**config.mk**
```make
export PLATFORM = sky130hd
export DESIGN_NAME = lighthouse_sample_arbiter
export DESIGN_NICKNAME = d
export VERILOG_FILES = /design/src/rtl/lighthouse_sample_arbiter.sv
export SDC_FILE = /design/constraint.sdc
export NUM_CORES = 1
export LEC_CHECK = 0
export BUFFER_PORTS_ARGS = -buffer_cell sky130_fd_sc_hd__clkbuf_2
export CAP_MARGIN = 20
export CELL_PAD_IN_SITES_DETAIL_PLACEMENT = 2
export CELL_PAD_IN_SITES_GLOBAL_PLACEMENT = 2
export CORE_MARGIN = 3
export CORE_UTILIZATION = 30
export DETAILED_ROUTE_END_ITERATION = 10
export MAX_ROUTING_LAYER = met4
export PLACE_DENSITY_LB_ADDON = 0.08
export SLEW_MARGIN = 30
export SYNTH_ARGS = -nofsm -noshare
export SYNTH_HDL_FRONTEND = slang
export SYNTH_SLANG_ARGS = --single-unit
```
**constraint.sdc**
```tcl
create_clock -name clk -period 3.7 [get_ports clk]
set_clock_uncertainty 0.05 [all_clocks]
set_input_delay 0.37 -clock clk [delete_from_list [all_inputs] [get_ports clk]]
set_output_delay 0.37 -clock clk [all_outputs]
set_load 0.005 [all_outputs]
```
**src/rtl/lighthouse_sample_arbiter.sv**
```systemverilog
// Merges per-sensor lighthouse samples into one valid/ready record stream via one-entry slots and round-robin drain.
// Latency: strobe edge t -> slot valid -> out_valid after edge t+1; one record per cycle sustained.
// Backpressure: out_record/out_valid hold while !out_ready; a strobe hitting its own full, undrained slot is dropped and counted.
module lighthouse_sample_arbiter #(
    parameter int NUM_SENSORS = 4,
    parameter int ANGLE_BITS  = 16,
    parameter int OVF_BITS    = 8
) (
    input  logic                              clk,
    input  logic                              reset,
    input  logic [NUM_SENSORS-1:0]            strobe,
    input  logic [NUM_SENSORS*ANGLE_BITS-1:0] angle,
    input  logic [NUM_SENSORS-1:0]            axis,
    input  logic [NUM_SENSORS-1:0]            data,
    input  logic [NUM_SENSORS-1:0]            lighthouse,
    output logic                              out_valid,
    input  logic                              out_ready,
    output logic [ANGLE_BITS+11:0]            out_record,
    output logic [NUM_SENSORS-1:0]            overflow,
    output logic [OVF_BITS-1:0]               drop_count,
    input  logic                              clear_ovf
);

    localparam int CW = OVF_BITS + 5;

    logic [NUM_SENSORS-1:0] slot_vld;
    logic [NUM_SENSORS-1:0] slot_axis;
    logic [NUM_SENSORS-1:0] slot_data;
    logic [NUM_SENSORS-1:0] slot_lh;
    logic [ANGLE_BITS-1:0]  slot_angle [NUM_SENSORS];

    logic [3:0]             rr_last;
    logic [3:0]             grant;
    logic                   found;
    logic                   load_en;
    logic [NUM_SENSORS-1:0] drain;
    logic [NUM_SENSORS-1:0] capture;
    logic [NUM_SENSORS-1:0] drop;
    logic [4:0]             drop_num;
    logic [CW-1:0]          count_sum;
    logic [OVF_BITS-1:0]    count_nxt;
    logic                   sel_axis;
    logic                   sel_data;
    logic                   sel_lh;
    logic [ANGLE_BITS-1:0]  sel_angle;

    always_comb begin
        grant     = '0;
        found     = 1'b0;
        sel_axis  = 1'b0;
        sel_data  = 1'b0;
        sel_lh    = 1'b0;
        sel_angle = '0;
        drain     = '0;
        drop_num  = '0;
        // Two passes give the rotating order rr_last+1 .. N-1, then 0 .. rr_last.
        for (int j = 0; j < NUM_SENSORS; j++) begin
            if (!found && slot_vld[j] && (4'(j) > rr_last)) begin
                grant = 4'(j);
                found = 1'b1;
            end
        end
        for (int j = 0; j < NUM_SENSORS; j++) begin
            if (!found && slot_vld[j]) begin
                grant = 4'(j);
                found = 1'b1;
            end
        end
        load_en = (!out_valid || out_ready) && found;
        for (int j = 0; j < NUM_SENSORS; j++) begin
            if (grant == 4'(j)) begin
                sel_axis  = slot_axis[j];
                sel_data  = slot_data[j];
                sel_lh    = slot_lh[j];
                sel_angle = slot_angle[j];
            end
            drain[j] = load_en && (grant == 4'(j));
        end
        // A slot being drained this cycle can accept a new strobe.
        capture = strobe & (~slot_vld | drain);
        drop    = strobe & slot_vld & ~drain;
        for (int j = 0; j < NUM_SENSORS; j++) begin
            drop_num = drop_num + 5'(drop[j]);
        end
        count_sum = (clear_ovf ? '0 : CW'(drop_count)) + CW'(drop_num);
        count_nxt = (count_sum > CW'({OVF_BITS{1'b1}})) ? '1 : count_sum[OVF_BITS-1:0];
    end

    always_ff @(posedge clk or negedge reset) begin
        if (!reset) begin
            slot_vld  <= '0;
            slot_axis <= '0;
            slot_data <= '0;
            slot_lh   <= '0;
            for (int j = 0; j < NUM_SENSORS; j++) begin
                slot_angle[j] <= '0;
            end
        end else begin
            for (int j = 0; j < NUM_SENSORS; j++) begin
                if (capture[j]) begin
                    slot_vld[j]   <= 1'b1;
                    slot_axis[j]  <= axis[j];
                    slot_data[j]  <= data[j];
                    slot_lh[j]    <= lighthouse[j];
                    slot_angle[j] <= angle[j*ANGLE_BITS +: ANGLE_BITS];
                end else if (drain[j]) begin
                    slot_vld[j] <= 1'b0;
                end
            end
        end
    end

    always_ff @(posedge clk or negedge reset) begin
        if (!reset) begin
            out_valid  <= 1'b0;
            out_record <= '0;
            rr_last    <= 4'(NUM_SENSORS - 1);
        end else if (load_en) begin
            out_valid  <= 1'b1;
            out_record <= {4'hA + grant, 2'b00, sel_lh, sel_axis, 3'b000, sel_data, sel_angle};
            rr_last    <= grant;
        end else if (out_ready) begin
            out_valid <= 1'b0;
        end
    end

    // A drop in the clearing cycle survives the clear.
    always_ff @(posedge clk or negedge reset) begin
        if (!reset) begin
            overflow   <= '0;
            drop_count <= '0;
        end else begin
            overflow   <= (clear_ovf ? '0 : overflow) | drop;
            drop_count <= count_nxt;
        end
    end

endmodule

```
# Word-level counts from Yosys, hierarchy flattened
# Cells that the tools add are included.
# word_totals
output_inout_bits	41
reg_bits	120
word_cells	120
# op_classes
n_bitwise	7
n_addsub	5
eq_ne	3
n_reduce_logical	31
mux	44
order_cmp	5
# op_table
cell	count
$mux 16	4
$mux 1	31
$mux 4	5
$logic_and 1x1->1	16
$mux 8	2
$and 4x4->4	3
$reduce_bool 2->1	5
$add 8x4->9	1
$gt 9x8->1 const B	1
$eq 4x2->1 const B	2
$gt 1x4->1 const A	2
$gt 2x4->1 const A	2
$logic_not 1->1	8
$not 4->4	2
$or 4x4->4	2
$add 3x1->4	1
$add 4x4->4 const A	1
$eq 4x1->1 const B	1
$logic_not 4->1	1
$mux 2	2
$add 2x1->3	1
$add 1x1->2	1
$logic_or 1x1->1	1

# Depth between registers and ports, before layout
# Gate-level depths: netlist of the first run.
# logic_depth
word_depth	37
mapped_depth	15
mapped_depth_nobuf	13

# Least setup slack after synthesis of the first run
# OpenSTA, ideal clock, no wires.
# synth_path
kind	register to register
start	reg rr_last[0]
end	reg drop_count[4]
n_path_buf	0
required_time_ns	3.567
setup_ns	0.083
synth_period_minus_slack_ns	3.033
arrival_time_ns	2.900
path_stages_with_launch	13
path_slack_ns	0.667
path_cell_list	dfstp_2 > nor2b_1 > o221a_2 > a311oi_2 > nor2_1 > nand2_1 > fa_1 > fa_1 > inv_1 > fa_1 > and3_1 > nand3_1 > o21ai_0
# synth_via
elab_chain_cells	37
# synth_lines
element	line	source
from (decl)	32	logic [3:0] rr_last;
from (signal assigned)	117	rr_last <= 4'(NUM_SENSORS - 1);
from (signal assigned)	121	rr_last <= grant;
$gt 1x4->1	58	if (!found && slot_vld[j] && (4'(j) > rr_last)) begin
$logic_and 1x1->1	58	
$mux 1	58	
$logic_not 1->1	58	
$logic_and 1x1->1 (2 in a row)	58	
$mux 1	58	
$logic_not 1->1	58	
$logic_and 1x1->1 (2 in a row)	58	
(+20 left out)	-	
$and 4x4->4 (*)	81	drop = strobe & slot_vld & ~drain;
$add 1x1->2	83	drop_num = drop_num + 5'(drop[j]);
$add 2x1->3	83	
$add 3x1->4 (*)	83	
$add 8x4->9 (*)	85	count_sum = (clear_ovf ? '0 : CW'(drop_count)) + CW'(drop_num);
$gt 9x8->1	86	count_nxt = (count_sum > CW'({OVF_BITS{1'b1}})) ? '1 : count_sum[OVF_BITS-1:0];
$mux 8 (*)	86	
via count_nxt[4]	41	logic [OVF_BITS-1:0] count_nxt;
to (signal assigned)	134	drop_count <= count_nxt;
to (decl)	20	output logic [OVF_BITS-1:0] drop_count,
# The timed path passes the listed nets; every way through them passes the cells marked *.
# A chain may end at the register's enable or synchronous reset.

# Worst setup path after layout of the first run
# layout_path
start	reg rr_last[1]
end	reg drop_count[4]
# The elaborated chain is that of the path after synthesis.

==> metrics.log, run 1 <==
[metrics] Setup Total Neg Slack: 0 ns
[metrics] wire length on met1: 7620 um
[metrics] most common cell after layout, fill and taps aside: sky130_fd_sc_hd__clkbuf_2
[metrics] Area growth, synth to finish: 26.8%
[metrics] top layer used by detailed routing: met4
[metrics] Port Buffers: 119
[metrics] die boundary height: 140 um
[metrics] Placed Cells: 755
[metrics] area of the core: 17400 sq um
[metrics] standby leakage power: 3.10 nW
[metrics] cell area after layout: 6790 sq um
[metrics] cell area after synthesis: 5350 sq um
[metrics] Worst Hold Launch: data[1]
[metrics] die outline area: 19500 sq um
[metrics] number of sinks handled by clock tree synthesis: 118
[metrics] total length of routed met2 wires: 8020 um
[metrics] status: complete, no violations
[metrics] CTS max path bufs: 2
[metrics] top fanout value on the critical path: 16
[metrics] mean instance size in the synthesized netlist: 12.5 sq um
[metrics] worst hold path class: primary input to register
[metrics] worst slew margin relative to its limit: 34.8%
[metrics] Highest Clock Rate: 0.291 GHz
[metrics] final wirelength: 16300 um
[metrics] number of nets in the finished design: 640
[metrics] number of global-route vias before repair: 4472
[metrics] start-to-end type of the worst setup path: register to register
[metrics] Layout Utilization: 39.1%
[metrics] max-cap viol count: 0
[metrics] Cell variety after synth: 51
[metrics] Detailed Place HPWL: 11200 um
[metrics] proportion of layout cells with a drive suffix above 1: 41.8%
[metrics] # DRC: 0
[metrics] kind of start point of the critical path: register
[metrics] post-CTS clock slew at the launch and capture registers of the worst setup and hold paths: 0.06 ns
[metrics] GR Util All Layers: 17.8%
[metrics] insertion delay to the later sink of the worst-skew pair: 0.42 ns
[metrics] gpl congestion: 0.757
[metrics] number of synthesized flops with an enable pin: 0
[metrics] vias per std cell: 4.99
[metrics] total iterations of the first detailed-routing run: 4
[metrics] pin slew with the least headroom to its limit: 0.975 ns
[metrics] share of the yosys chip area belonging to registers: 55.2%
[metrics] CTS tree: built
[metrics] total number of vias: 3939
[metrics] Root Driver: sky130_fd_sc_hd__clkbuf_16
[metrics] initial core utilization: 30.8%
[metrics] post-detailed-route wirelength per cell: 20.6 um
[metrics] number of cell rows: 48
[metrics] sum of overflow across all layers after global routing: 0
[metrics] proportion of register bits with asynchronous set or reset after synthesis: 100%
[metrics] number of warnings printed during yosys synthesis: 0
[metrics] TritonCTS buffer count: 17
[metrics] top-level I/O count: 125
[metrics] critical register-to-register path startpoint: rr_last[1]
[metrics] Crit path required time: 3.98 ns
[metrics] Max VDD drop: 0.000416 V
[metrics] endpoints failing hold: 0
[metrics] antenna violations before repair: 0
[metrics] number of cells in the finished layout apart from fillers: 790
[metrics] area post-placement: 6140 sq um
[metrics] number of nets still failing antenna checks after routing: 0
[metrics] Tcrit/Tclk final: 92.8%
[metrics] Detailed Route Iter0 Violations: 203
[metrics] source of the critical timing path: rr_last[1]
[metrics] count of endpoints failing setup in the final report: 0
[metrics] routed wire length on met3: 507 um
[metrics] unrepaired setup endpoints after global routing: no
[metrics] arrival time of the worst setup path: 3.72 ns
[metrics] count of state elements after synthesis: 118
[metrics] number of slew-limit violations in the final report: 0
[metrics] pwr dens: 908 nW/um^2
[metrics] Die X-Extent: 140 um
[metrics] count of mapped cells out of synthesis: 429
[metrics] sort of element at the end of the critical path: register
[metrics] Clock H-tree levels: 4
[metrics] most frequently used flop master after synthesis: sky130_fd_sc_hd__dfrtp_1
[metrics] leading cell types in the layout, fill and taps excluded: sky130_fd_sc_hd__clkbuf_2 (118), sky130_fd_sc_hd__dfrtp_1 (115), sky130_fd_sc_hd__mux2_2 (46)
[metrics] wire length of the first global-routing pass: 26000 um
[metrics] final critical path time including I/O delays and setup: 3.43 ns
[metrics] maximum number of pins on one net before global-route repair: 68
[metrics] n_diodes: 0
-- layer usage --
metal	up-vias	track usage, %
met5	-	-
met4	0	4.90
met3	13	3.95
met2	80	27.5
met1	2050	23.8
li1	1796	-
-- synthesized netlist by cell type (2+ instances only) --
cell / n / area share [%]
sky130_fd_sc_hd__xor2_1: 2 / 0.33
sky130_fd_sc_hd__mux2_1: 20 / 4.2
sky130_fd_sc_hd__xnor2_1: 3 / 0.49
sky130_fd_sc_hd__o2bb2ai_1: 19 / 3.1
sky130_fd_sc_hd__fa_1: 3 / 1.1
sky130_fd_sc_hd__nor2b_1: 10 / 1.2
sky130_fd_sc_hd__a21oi_1: 41 / 3.8
sky130_fd_sc_hd__nor2_1: 32 / 2.2
sky130_fd_sc_hd__a21oi_2: 2 / 0.33
sky130_fd_sc_hd__o21ai_4: 2 / 0.61
sky130_fd_sc_hd__dfrtp_1: 116 / 54
sky130_fd_sc_hd__buf_4: 10 / 1.4
sky130_fd_sc_hd__nand2b_1: 5 / 0.58
sky130_fd_sc_hd__nand2_1: 13 / 0.91
sky130_fd_sc_hd__mux2_2: 46 / 9.7
sky130_fd_sc_hd__o21ai_0: 5 / 0.47
sky130_fd_sc_hd__buf_6: 3 / 0.63
sky130_fd_sc_hd__a31oi_1: 2 / 0.23
sky130_fd_sc_hd__nand3b_1: 2 / 0.28
sky130_fd_sc_hd__clkbuf_1: 13 / 0.91
sky130_fd_sc_hd__a221oi_1: 19 / 3.1
sky130_fd_sc_hd__a22o_1: 3 / 0.49
sky130_fd_sc_hd__and3_1: 3 / 0.35
sky130_fd_sc_hd__inv_1: 6 / 0.42
sky130_fd_sc_hd__or2_2: 3 / 0.35
sky130_fd_sc_hd__buf_2: 2 / 0.19
sky130_fd_sc_hd__dfstp_2: 2 / 0.98
sky130_fd_sc_hd__nand3_1: 6 / 0.56
sky130_fd_sc_hd__mux2_4: 10 / 2.8
sky130_fd_sc_hd__nor3_1: 3 / 0.28
sky130_fd_sc_hd__a21o_1: 3 / 0.42
-- metrics by stage --
step / power, W / setup WS (ns) / hold WS (ns)
after floorplan: 0.00370 / 0.667 / 0.0244
after global placement: 0.00439 / 0.294 / 0.407
after detailed placement: 0.00450 / 0.0820 / 0.423
after CTS: 0.00625 / 0.0896 / 0.0736
after global routing: 0.00661 / 0.0245 / 0.101
final: 0.00616 / 0.267 / 0.111
-- critical path, stage by stage, from the launching register on --
cell and delay [ns]:
sky130_fd_sc_hd__dfstp_4 0.72, sky130_fd_sc_hd__nand3b_1 0.10, sky130_fd_sc_hd__o221a_2 0.15, sky130_fd_sc_hd__a311oi_2 0.35, sky130_fd_sc_hd__nor2_1 0.12, sky130_fd_sc_hd__nand2_1 0.11, sky130_fd_sc_hd__fa_1 0.44, sky130_fd_sc_hd__fa_1 0.43
sky130_fd_sc_hd__inv_1 0.08, sky130_fd_sc_hd__fa_1 0.23, sky130_fd_sc_hd__and3_1 0.26, sky130_fd_sc_hd__nand3_2 0.18, sky130_fd_sc_hd__o21ai_0 0.13
-- report_power, final --
part	total, W	switching, W	internal [W]
Sequential	0.00232	0.000395	0.00192
Combinational	0.00214	0.00111	0.00104
Clock	0.00170	0.000616	0.00109
-- registers in the layout, summed over array words and instances (netlist names) --
register	flops
slot_angle	64
out_record	23
drop_count	8
overflow	4
slot_axis	4
slot_data	4
slot_lh	4
slot_vld	4
rr_last	2
out_valid	1
-- timing repair --
item,in CTS,in global routing
setup endpoints to repair,0,6
setup buffers,0,2
endpoints found under the hold margin,0,64
hold buffers,0,1
resized for setup,0,3
-- final timing paths --
check / end / slack [ns] / depth (start not counted)
worst max-delay path: drop_count[4] / 0.27 / 12
worst min-delay path: slot_data[1] / 0.11 / 2
worst max register to register: drop_count[4] / 0.27 / 12
worst min register to register: out_record[26] / 0.43 / 1
max in group asynchronous: slot_data[0] / 2.37 / 3
min in group asynchronous: drop_count[3] / 0.49 / 2
-- cell families after synthesis --
group	synth area share, %
muxes	16.7
AOI/OAI and AO/OA	14.7
buffers and inverters	3.65
DFF	55.2
other	0.0700
xor gates and xnor gates	0.818
adders and majority gates	1.36
and+or+nand+nor	7.53
-- final cells by class --
| cell class | count | area, sq um |
|---|---|---|
| clock buffers | 19 | 453 |
| clock inverters | 13 | 155 |
| fillers | 1827 | 10600 |
| inverters | 6 | 22.5 |
| multi-input cells | 280 | 2230 |
| flip-flops and latches | 118 | 2960 |
| well taps | 225 | 282 |
| repair buffers | 129 | 692 |
Note: power is estimated with default switching activity, not from simulation.
==> run 2: changes to the inputs <==
--- a/config.mk
+++ b/config.mk
@@ -14,6 +14,7 @@
 export DETAILED_ROUTE_END_ITERATION = 10
 export MAX_ROUTING_LAYER = met4
 export PLACE_DENSITY_LB_ADDON = 0.08
+export SETUP_SLACK_MARGIN = 0.4
 export SLEW_MARGIN = 30
 export SYNTH_ARGS = -nofsm -noshare
 export SYNTH_HDL_FRONTEND = slang
==> metrics.log, run 2 (synthesis results as in run 1) <==
[metrics] status: complete, no violations
[metrics] post-detailed-route wirelength per cell: 20.8 um
[metrics] total number of vias: 4012
[metrics] cell type of the slowest stage on the worst timing path: sky130_fd_sc_hd__dfstp_2
[metrics] final wirelength: 16700 um
[metrics] start-to-end type of the worst setup path: register to register
[metrics] Area growth, synth to finish: 30.0%
[metrics] register name with the most flops: slot_angle
[metrics] kind of start point of the critical path: register
[metrics] Clock H-tree levels: 4
[metrics] initial core utilization: 30.8%
[metrics] fillcell total: 1818
[metrics] Port Buffers: 119
[metrics] antenna violations before repair: 0
[metrics] wire length of the first global-routing pass: 26400 um
[metrics] Register Area: 2960 sq um
[metrics] die boundary height: 140 um
[metrics] area of the multi-input gates: 2280 sq um
[metrics] Detailed Place HPWL: 11200 um
[metrics] CP peak stage delay: 0.62 ns
[metrics] cell area after layout: 6960 sq um
[metrics] n_diodes: 0
[metrics] max-cap viol count: 0
[metrics] cells on worst reg2reg path: 13
[metrics] worst slew margin relative to its limit: 37.2%
[metrics] most common cell after layout, fill and taps aside: sky130_fd_sc_hd__clkbuf_2
[metrics] Crit path required time: 3.95 ns
[metrics] arrival time of the worst setup path: 3.41 ns
[metrics] gpl congestion: 0.757
[metrics] number of slew-limit violations in the final report: 0
[metrics] top fanout value on the critical path: 9
[metrics] Detailed Route Iter0 Violations: 139
[metrics] vias per std cell: 4.98
[metrics] TritonCTS buffer count: 17
[metrics] total iterations of the first detailed-routing run: 4
[metrics] sort of element at the end of the critical path: register
[metrics] Max VDD drop: 0.000412 V
[metrics] leading cell types in the layout, fill and taps excluded: sky130_fd_sc_hd__clkbuf_2 (118), sky130_fd_sc_hd__dfrtp_1 (112), sky130_fd_sc_hd__mux2_2 (46)
[metrics] ordered list of cells on the worst path: buf_4, nor2_2, nand2_1, a311oi_4, nor2_2, nand2_1, fa_1, fa_2, inv_1, fa_2, and3_4, nor3b_1, nor3_1
[metrics] GR Util All Layers: 18.1%
[metrics] flip-flop count of the largest register after layout: 64
[metrics] number of global-route vias before repair: 4552
[metrics] Worst Hold Launch: data[1]
[metrics] setup slack on the worst flop-to-flop path: 0.54 ns
[metrics] area of the core: 17400 sq um
[metrics] worst hold path class: primary input to register
[metrics] Min-Delay Path Depth: 2
[metrics] Highest Clock Rate: 0.316 GHz
[metrics] endpoints failing hold: 0
[metrics] standby leakage power: 3.18 nW
[metrics] RR Endpoint: drop_count[7]
[metrics] critical register-to-register path startpoint: rr_last[1]
[metrics] number of cell rows: 48
[metrics] sum of overflow across all layers after global routing: 0
[metrics] final-layout worst hold slack: 0.109 ns
[metrics] largest registers ranked by flip-flop count: slot_angle (64), out_record (23), drop_count (8)
[metrics] pin slew with the least headroom to its limit: 0.940 ns
[metrics] post-CTS clock slew at the launch and capture registers of the worst setup and hold paths: 0.06 ns
[metrics] top-level I/O count: 125
[metrics] Die X-Extent: 140 um
[metrics] unrepaired setup endpoints after global routing: no
[metrics] proportion of layout cells with a drive suffix above 1: 46.2%
[metrics] Tcrit/Tclk final: 85.5%
[metrics] area post-placement: 6140 sq um
[metrics] final critical path time including I/O delays and setup: 3.16 ns
[metrics] Setup Total Neg Slack: 0 ns
[metrics] insertion delay to the later sink of the worst-skew pair: 0.42 ns
[metrics] total design power: 0.00633 W
[metrics] number of nets in the finished design: 655
[metrics] die outline area: 19500 sq um
[metrics] endpoint of the worst hold-timing path: slot_data[1]
[metrics] count of endpoints failing setup in the final report: 0
[metrics] number of nets still failing antenna checks after routing: 0
[metrics] # DRC: 0
[metrics] maximum number of pins on one net before global-route repair: 68
[metrics] number of sinks handled by clock tree synthesis: 118
[metrics] CTS max path bufs: 2
[metrics] pwr dens: 909 nW/um^2
[metrics] Root Driver: sky130_fd_sc_hd__clkbuf_16
[metrics] CTS tree: built
[run 2: what timing repair did]
| action | in CTS | in global routing |
|---|---|---|
| hold buffers | 0 | 1 |
| pin swaps | 1 | 6 |
| gates resized for setup | 8 | 14 |
| endpoints found under the hold margin | 0 | 64 |
| setup endpoints to repair | 8 | 8 |
| setup buffers | 10 | 7 |
[run 2: layer usage]
layer / wire length, um / global-route usage [%]
met1: 7780 / 23.9
met2: 8270 / 28.2
met3: 478 / 3.95
met4: 206 / 5.20
met5: 0 / -
[run 2: power breakdown]
| group | switching, W | internal [W] |
|---|---|---|
| registers | 0.000379 | 0.00192 |
| logic | 0.00119 | 0.00114 |
| clock network | 0.000617 | 0.00109 |
| total | 0.00218 | 0.00415 |
[run 2: final cells by class]
| cell class | instances | area share, % |
|---|---|---|
| Clock buffer | 19 | 6.51 |
| Multi-Input combinational cell | 280 | 32.8 |
| Timing Repair Buffer | 144 | 11.6 |
| Sequential cell | 118 | 42.5 |
| Clock inverter | 13 | 2.23 |
| Tap cell | 225 | 4.04 |
| Inverter | 6 | 0.324 |
[run 2: stage by stage]
step                      setup WS [ns]  instances  util (%)
after floorplan                   0.667        433         -
after global placement            0.294        755      35.4
after detailed placement         0.0820        755      35.4
after CTS                         0.401        797      39.5
after global routing              0.402        805      40.1
final                             0.536        805      40.1
[run 2: how the worst max path moves through the flow]
stage / from / endpoint / slack, ns
floorplan: rr_last[0] / drop_count[4] / 0.67
global placement: rr_last[0] / drop_count[4] / 0.29
detailed placement: rr_last[0] / drop_count[4] / 0.08
CTS: slot_vld[0] / drop_count[4] / 0.40
global route: rr_last[1] / drop_count[7] / 0.40
finish: rr_last[1] / drop_count[7] / 0.54
[run 2: worst max-delay path: cells and delay by family (launching register included)]
kind	cells	cell delay (ns)
adder cells (fa/ha/maj)	3	1.13
AND/OR/NAND/NOR	7	0.88
flip-flops	1	0.62
buffers and inverters	2	0.23
AO/OA/AOI/OAI	1	0.12
==> run 3: changes to the inputs <==
--- a/config.mk
+++ b/config.mk
@@ -7,8 +7,6 @@
 export LEC_CHECK = 0
 export BUFFER_PORTS_ARGS = -buffer_cell sky130_fd_sc_hd__clkbuf_2
 export CAP_MARGIN = 20
-export CELL_PAD_IN_SITES_DETAIL_PLACEMENT = 2
-export CELL_PAD_IN_SITES_GLOBAL_PLACEMENT = 2
 export CORE_MARGIN = 3
 export CORE_UTILIZATION = 30
 export DETAILED_ROUTE_END_ITERATION = 10
==> metrics.log, run 3 (synthesis results as in run 1) <==
[metrics] final wirelength: 14700 um
[metrics] Setup Total Neg Slack: 0 ns
[metrics] Clock H-tree levels: 4
[metrics] Sw Ratio: 33.5%
[metrics] Detailed Route Iter0 Violations: 214
[metrics] CTS max path bufs: 2
[metrics] met3 Track Usage GR: 5.29%
[metrics] Clk pwr share: 25.9%
[metrics] cells on worst reg2reg path: 12
[metrics] sum of overflow across all layers after global routing: 0
[metrics] antenna violations before repair: 1
[metrics] maximum number of pins on one net before global-route repair: 64
[metrics] register name with the most flops: slot_angle
[metrics] cell area after layout: 6800 sq um
[metrics] Top Usage Layer GRT: met2
[metrics] # DRC: 0
[metrics] Crit path required time: 3.97 ns
[metrics] total iterations of the first detailed-routing run: 4
[metrics] count of endpoints failing setup in the final report: 0
[metrics] standby leakage power: 3.11 nW
[metrics] Pint: 0.00400 W
[metrics] arrival time of the worst setup path: 3.35 ns
[metrics] Tcrit/Tclk final: 83.1%
[metrics] Port Buffers: 119
[metrics] gpl congestion: 0.771
[metrics] start-to-end type of the worst setup path: register to register
[metrics] number of slew-limit violations in the final report: 0
[metrics] CTS tree: built
[metrics] setup slack on the worst flop-to-flop path: 0.63 ns
[metrics] pwr dens: 885 nW/um^2
[metrics] area post-placement: 6120 sq um
[metrics] insertion delay to the later sink of the worst-skew pair: 0.41 ns
[metrics] status: complete, no violations
[metrics] RR Endpoint: drop_count[4]
[metrics] area of the core: 17400 sq um
[metrics] TritonCTS buffer count: 17
[metrics] final-layout worst hold slack: 0.0180 ns
[metrics] total number of vias: 3837
[metrics] Max VDD drop: 0.000424 V
[metrics] number of nets in the finished design: 643
[metrics] final critical path time including I/O delays and setup: 3.07 ns
[metrics] Sequential Power Share: 38.0%
[metrics] Root Driver: sky130_fd_sc_hd__clkbuf_16
[metrics] top fanout value on the critical path: 10
[metrics] GR Util All Layers: 15.9%
[metrics] largest registers ranked by flip-flop count: slot_angle (64), out_record (23), drop_count (8)
[metrics] die boundary height: 140 um
[metrics] wire length of the first global-routing pass: 23300 um
[metrics] leading cell types in the layout, fill and taps excluded: sky130_fd_sc_hd__clkbuf_2 (119), sky130_fd_sc_hd__dfrtp_1 (114), sky130_fd_sc_hd__mux2_2 (46)
[metrics] switching component of the power: 0.00202 W
[metrics] met2 Track Usage GR: 24.0%
[metrics] flip-flop count of the largest register after layout: 64
[metrics] Area growth, synth to finish: 26.9%
[metrics] unrepaired setup endpoints after global routing: no
[metrics] number of sinks handled by clock tree synthesis: 118
[metrics] share of power burned in combinational logic: 36.1%
[metrics] vias per std cell: 4.84
[metrics] post-CTS clock slew at the launch and capture registers of the worst setup and hold paths: 0.05 ns
[metrics] Die X-Extent: 140 um
[metrics] endpoints failing hold: 0
[metrics] number of nets still failing antenna checks after routing: 0
[metrics] Highest Clock Rate: 0.325 GHz
[metrics] global-route track usage on met1: 20.8%
[metrics] pin slew with the least headroom to its limit: 0.944 ns
[metrics] worst hold path class: primary input to async pin
[metrics] kind of start point of the critical path: register
[metrics] max-cap viol count: 0
[metrics] top-level I/O count: 125
[metrics] most common cell after layout, fill and taps aside: sky130_fd_sc_hd__clkbuf_2
[metrics] sort of element at the end of the critical path: register
[metrics] die outline area: 19500 sq um
[metrics] post-detailed-route wirelength per cell: 18.5 um
[metrics] initial core utilization: 30.8%
[metrics] number of cell rows: 48
[metrics] Detailed Place HPWL: 9630 um
[metrics] number of global-route vias before repair: 4098
[metrics] critical register-to-register path startpoint: slot_vld[1]
[metrics] worst slew margin relative to its limit: 36.9%
[metrics] proportion of layout cells with a drive suffix above 1: 42.7%
-- run 3: area by class of cell --
class                   count  area [sq um]
diodes                      1          2.50
inverters                   6          22.5
clock buffers              28           517
repair buffers            132           706
flip-flops and latches    118          2960
clock inverters             3          40.0
fillers                  1700         10600
well taps                 225           282
multi-input cells         280          2270
-- run 3: power by group through the flow --
stage | registers (W) | logic (W) | clock network [W]
final | 0.00228 | 0.00217 | 0.00156
after CTS | 0.00230 | 0.00211 | 0.00159
after global placement | 0.00230 | 0.00205 | 0
after detailed placement | 0.00232 | 0.00207 | 0
after global routing | 0.00236 | 0.00241 | 0.00165
after floorplan | 0.00220 | 0.00150 | 0
-- run 3: repair_timing --
action | CTS | global route
setup endpoints to repair | 7 | 8
hold buffers | 0 | 0
gates resized for setup | 2 | 12
pin swaps | 0 | 2
setup buffers | 2 | 7
-- run 3: critical path, cell delays in order (launching register included) --
cell,delay (ns)
sky130_fd_sc_hd__dfrtp_2,0.46
sky130_fd_sc_hd__nor2b_1,0.17
sky130_fd_sc_hd__o221a_2,0.28
sky130_fd_sc_hd__a311oi_4,0.27
sky130_fd_sc_hd__nor2_1,0.11
sky130_fd_sc_hd__nand2_1,0.10
sky130_fd_sc_hd__fa_1,0.43
sky130_fd_sc_hd__fa_2,0.37
sky130_fd_sc_hd__inv_1,0.07
sky130_fd_sc_hd__fa_2,0.22
sky130_fd_sc_hd__and3_4,0.20
sky130_fd_sc_hd__nand3_2,0.14
sky130_fd_sc_hd__o21ai_0,0.11
-- run 3: how the worst max path moves through the flow --
stage | from | endpoint | slack [ns] | depth (start not counted)
4_1_cts | rr_last[1] | drop_count[4] | 0.40 | 12
2_1_floorplan | rr_last[0] | drop_count[4] | 0.67 | 12
6_report | slot_vld[1] | drop_count[4] | 0.63 | 12
3_3_place_gp | rr_last[0] | drop_count[4] | 0.34 | 12
5_1_grt | rr_last[0] | drop_count[6] | 0.40 | 13
3_5_place_dp | rr_last[0] | drop_count[4] | 0.29 | 12
-- run 3: per-layer routing --
| metal | part of all wire [%] | routed length (um) |
|---|---|---|
| met5 | 0 | 0 |
| met4 | 0.99 | 146 |
| met3 | 5.9 | 860 |
| met2 | 48 | 6980 |
| met1 | 46 | 6700 |
-- run 3: through the flow --
step / instances / total power (W) / util [%] / setup WS [ns]
floorplan: 433 / 0.00370 / - / 0.667
global placement: 752 / 0.00435 / 35.3 / 0.341
detailed placement: 752 / 0.00440 / 35.3 / 0.287
CTS: 785 / 0.00600 / 38.6 / 0.402
global route: 793 / 0.00643 / 39.2 / 0.400
finish: 793 / 0.00601 / 39.2 / 0.626
